`src/rtl/fu_mul_pipe.sv`:
```
// Pipelined integer multiplier covering MUL/MULH/MULHSU/MULHU, with tag tracking,
// output back-pressure (the whole pipe freezes on stall) and flush.
module fu_mul_pipe #(
  parameter int XLEN  = 32,
  parameter int LAT   = 4,
  parameter int TAG_W = 4
) (
  input  logic             clk,
  input  logic             rst,
  input  logic             EN,
  output logic             ready,
  input  logic [1:0]       op,
  input  logic [TAG_W-1:0] FU_ID,
  input  logic [XLEN-1:0]  A,
  input  logic [XLEN-1:0]  B,
  input  logic             flush,
  output logic [XLEN-1:0]  res,
  output logic [TAG_W-1:0] finish,
  output logic             res_valid,
  input  logic             res_ack,
  output logic             busy
);

  // Index 0 holds raw operands; indices 1..LAT hold the selected result, and LAT is the output stage.
  logic [LAT:0]      vld_q, vld_d;
  logic [TAG_W-1:0]  tag_q [0:LAT];
  logic [TAG_W-1:0]  tag_d [0:LAT];
  logic [1:0]        op_q, op_d;
  logic [XLEN-1:0]   a_q, a_d, b_q, b_d;
  logic [XLEN-1:0]   dat_q [1:LAT];
  logic [XLEN-1:0]   dat_d [1:LAT];

  logic              stall;
  logic              signA, signB;
  logic [2*XLEN-1:0] aWide, bWide, prod;
  logic [XLEN-1:0]   mulRes;

  assign stall     = vld_q[LAT] & ~res_ack;
  assign ready     = ~stall & ~flush;
  assign res_valid = vld_q[LAT];
  assign res       = vld_q[LAT] ? dat_q[LAT] : '0;
  assign finish    = vld_q[LAT] ? tag_q[LAT] : '0;
  assign busy      = |vld_q;

  // Extending both operands to 2*XLEN makes a plain modular multiply exact for every sign mix.
  always_comb begin
    signA  = (op_q != 2'b11);
    signB  = (op_q == 2'b01);
    aWide  = {{XLEN{signA & a_q[XLEN-1]}}, a_q};
    bWide  = {{XLEN{signB & b_q[XLEN-1]}}, b_q};
    prod   = aWide * bWide;
    mulRes = (op_q == 2'b00) ? prod[XLEN-1:0] : prod[2*XLEN-1:XLEN];
  end

  always_comb begin
    vld_d = vld_q;
    tag_d = tag_q;
    op_d  = op_q;
    a_d   = a_q;
    b_d   = b_q;
    dat_d = dat_q;
    if (flush) begin
      vld_d = '0;
    end else if (!stall) begin
      vld_d    = {vld_q[LAT-1:0], EN};
      tag_d[0] = FU_ID;
      op_d     = op;
      a_d      = A;
      b_d      = B;
      for (int i = 1; i <= LAT; i++) tag_d[i] = tag_q[i-1];
      dat_d[1] = mulRes;
      for (int i = 2; i <= LAT; i++) dat_d[i] = dat_q[i-1];
    end
  end

  always_ff @(posedge clk or posedge rst) begin
    if (rst) begin
      vld_q <= '0;
      op_q  <= '0;
      a_q   <= '0;
      b_q   <= '0;
      for (int i = 0; i <= LAT; i++) tag_q[i] <= '0;
      for (int i = 1; i <= LAT; i++) dat_q[i] <= '0;
    end else begin
      vld_q <= vld_d;
      op_q  <= op_d;
      a_q   <= a_d;
      b_q   <= b_d;
      tag_q <= tag_d;
      dat_q <= dat_d;
    end
  end

endmodule

```
`config.mk`:
```
export PLATFORM = sky130hd
export DESIGN_NAME = fu_mul_pipe
export DESIGN_NICKNAME = d
export VERILOG_FILES = /design/src/rtl/fu_mul_pipe.sv
export SDC_FILE = /design/constraint.sdc
export NUM_CORES = 2
export LEC_CHECK = 0
export CELL_PAD_IN_SITES_DETAIL_PLACEMENT = 1
export CELL_PAD_IN_SITES_GLOBAL_PLACEMENT = 1
export CORE_UTILIZATION = 51
export CTS_BUF_LIST = sky130_fd_sc_hd__clkbuf_4 sky130_fd_sc_hd__clkbuf_8
export CTS_CLUSTER_DIAMETER = 50
export DETAILED_ROUTE_END_ITERATION = 6
export PLACE_DENSITY_LB_ADDON = 0.1
export SKIP_CTS_REPAIR_TIMING = 1
export SYNTH_ARGS = -nofsm -noshare
export SYNTH_HDL_FRONTEND = slang
export SYNTH_SLANG_ARGS = --single-unit
export TNS_END_PERCENT = 50
```
`constraint.sdc`:
```
create_clock -name clk -period 9.51 [get_ports clk]
set_input_delay 1.4265 -clock clk [delete_from_list [all_inputs] [get_ports clk]]
set_output_delay 1.4265 -clock clk [all_outputs]
set_load 0.02 [all_outputs]
```
==> results.cfg <==
[critical_path]
max_stage_delay_ps = 630
worst_path_max_delay_cell = fa_1
crit_path_start_kind = register
cpMostUsedCell = fa_1
path_class = register to register
cp_max_fo = 13
cp.required_ps = 10080
endpoint_kind = register
cp.arrival_ps = 9260

[global_routing]
gr-total-overflow = 0
grt_pass1_vias = 40300
grt_first_pass_wirelength_um = 226000
antenna_found_initial = 1
grt_usage_pct = 31.4
grt_max_degree = 161

[sta]
period_share_pct = 91.4
rsz0062_at_grt = no
worstMarginPinSlew_ps = 1210
worst_slack_ps = 821
relSlewSlack_pct = 19.1
maxSlewViolCount = 0
fin_setup_tns_ps = 0
whs_ps = 466
fmax_ghz = 0.115
hold_viol = 0
clock-skew-final_ps = 67.0
setup_viol = 0
period_minus_slack_ps = 8690

[clocking]
insertion_delay_ps = 730
path_clk_slew_ps = 70
clockBufferDepth = 3
root_buffer = clkbuf_8
h-tree-depth = 2
cts-buffers-inserted = 47
cts_tree = yes
clock_sinks = 219

[logic_synthesis]
syn-cell-area_um2 = 46800
synth_cells = 5282
synth_edf_count = 0
synth_seq_cells = 219
yosysMostFrequentCell = nand2_1
ys_top_cells_by_count = 1,388 x nand2_1, 1,196 x inv_1, 1,125 x fa_1, 313 x and2_1, 294 x clkbuf_1
synth_top_cell_by_area = fa_1
yosysWarnings = 0
async_flop_share_pct = 100
netlist_top_cells_area = fa_1 48%, dfrtp_1 12%, nand2_1 11%, inv_1 9.6%, ha_1 5.7%
synth_cell_types = 70
ys_seq_area_share_pct = 11.7
synth.avg_cell_area_um2 = 8.87
ys.flop_type = dfrtp_1
synth_nets = 6694
netlist.area_leader.share_pct = 48.1

[place]
portBuffers = 113
placed_cells = 6375
dp_slack_ps = 780
routabilityCongestion = 0.885
hpwl_um = 115000

[drt]
drt-total-wl_um = 138000
wire_per_inst_um = 21.4
antenna_left = 0
drt_pass1_iterations = 5
via_per_inst = 5.34
drtIter0Drc = 1986
num_vias = 34500
drc_errors = 0

[die]
fp-row-count = 110
coreArea_um2 = 90400
fp.dieArea_um2 = 93100
die_w_um = 305
start_util_pct = 51.8
die_h_um = 305
pin_count = 114

[layout]
final_layout_size_suffix_gt1_share_pct = 4.22
num-nets-final = 6660
fillCellCount = 10600
fin_cells = 6461
syn_to_final_growth_pct = 7.22

[worst_hold_path]
min_path_type = register to register

[run]
max-cap-violations = 0

[run_status]
status = completed
metal layers:
layer	track usage [%]	up-vias	part of all wire, %
met2	54.6	771	51
met3	3.07	216	3.7
met4	11.2	0	3.8
li1	-	15100	-
met5	0	-	0
met1	40.8	18400	41
layout make-up:
type / count / area (µm²) / share of cell area [%]
well taps: 1176 / 1470 / 2.93
flip-flops and latches: 219 / 5490 / 10.9
multi-input cells: 3564 / 35700 / 71.1
inverters: 1196 / 4500 / 8.97
diodes: 1 / 2.50 / 0.00498
repair buffers: 220 / 1960 / 3.90
clock inverters: 19 / 249 / 0.496
clock buffers: 66 / 833 / 1.66
worst max-delay path, delay by kind of cell (launching register included):
kind                     cells  cell delay, ps
adder cells (fa/ha/maj)      9            4590
flip-flops                   1             450
AO/OA/AOI/OAI                5            1310
AND/OR/NAND/NOR              6            1310
buffers and inverters        6             910
path summary, 6_finish.rpt:
path	startpoint	to	slack (ps)	cells past startpoint
worst max register to register	op_q[0]$_DFFE_PP0P_	dat_q[126]$_DFFE_PP0P_	820	26
max in group asynchronous	rst	b_q[27]$_DFFE_PP0P_	6830	3
worst max-delay path	op_q[0]$_DFFE_PP0P_	dat_q[126]$_DFFE_PP0P_	820	26
worst min register to register	tag_q[16]$_DFFE_PP0P_	tag_q[12]$_DFFE_PP0P_	470	2
min in group asynchronous	rst	a_q[2]$_DFFE_PP0P_	1180	2
worst min-delay path	tag_q[16]$_DFFE_PP0P_	tag_q[12]$_DFFE_PP0P_	470	2
through the flow:
stage | utilization, % | area [µm²]
6_report | 55.5 | 50200
5_1_grt | 55.5 | 50200
4_1_cts | 55.5 | 50200
3_5_place_dp | 54.3 | 49100
3_3_place_gp | 54.3 | 49100
2_1_floorplan | - | 46800
cell families (layout without fill, tap and decap cells):
logic type                 Yosys count  count (layout)  share of synthesized area, %
buffers and inverters             1499            1501                          12.1
xor gates and xnor gates            69              69                          1.29
DFF                                219             219                          11.7
other                                0               1                             0
AOI/OAI and AO/OA                  266             266                          3.67
muxes                                8               8                         0.171
adders and majority gates         1337            1337                          53.7
and+or+nand+nor                   1884            1884                          17.4
flip-flops by register name (all words and copies together), names as in the netlist:
name / count
dat_q: 128
b_q: 32
tag_q: 20
op_q: 2
vld_q: 5
a_q: 32
placed cells by master, fill, tap and decap left out, types with 14 or more instances in the layout:
cell type	Yosys	final
fa_1	1125	1125
nor2_1	78	77
nor3_1	14	14
ha_1	212	212
dfrtp_1	219	212
buf_4	4	105
nand2_1	1388	1388
inv_1	1196	1194
and3_1	24	24
o21ai_1	18	18
a21oi_1	82	82
xnor2_1	45	45
a21o_1	20	20
and2_1	313	313
xor2_1	24	24
o21ai_0	42	42
o211ai_1	14	14
clkbuf_8	0	54
clkdlybuf4s50_1	0	113
Power is left out: the tool's default activity adds up to more than one toggle a clock period on the data nets, which glitch-free logic cannot reach.
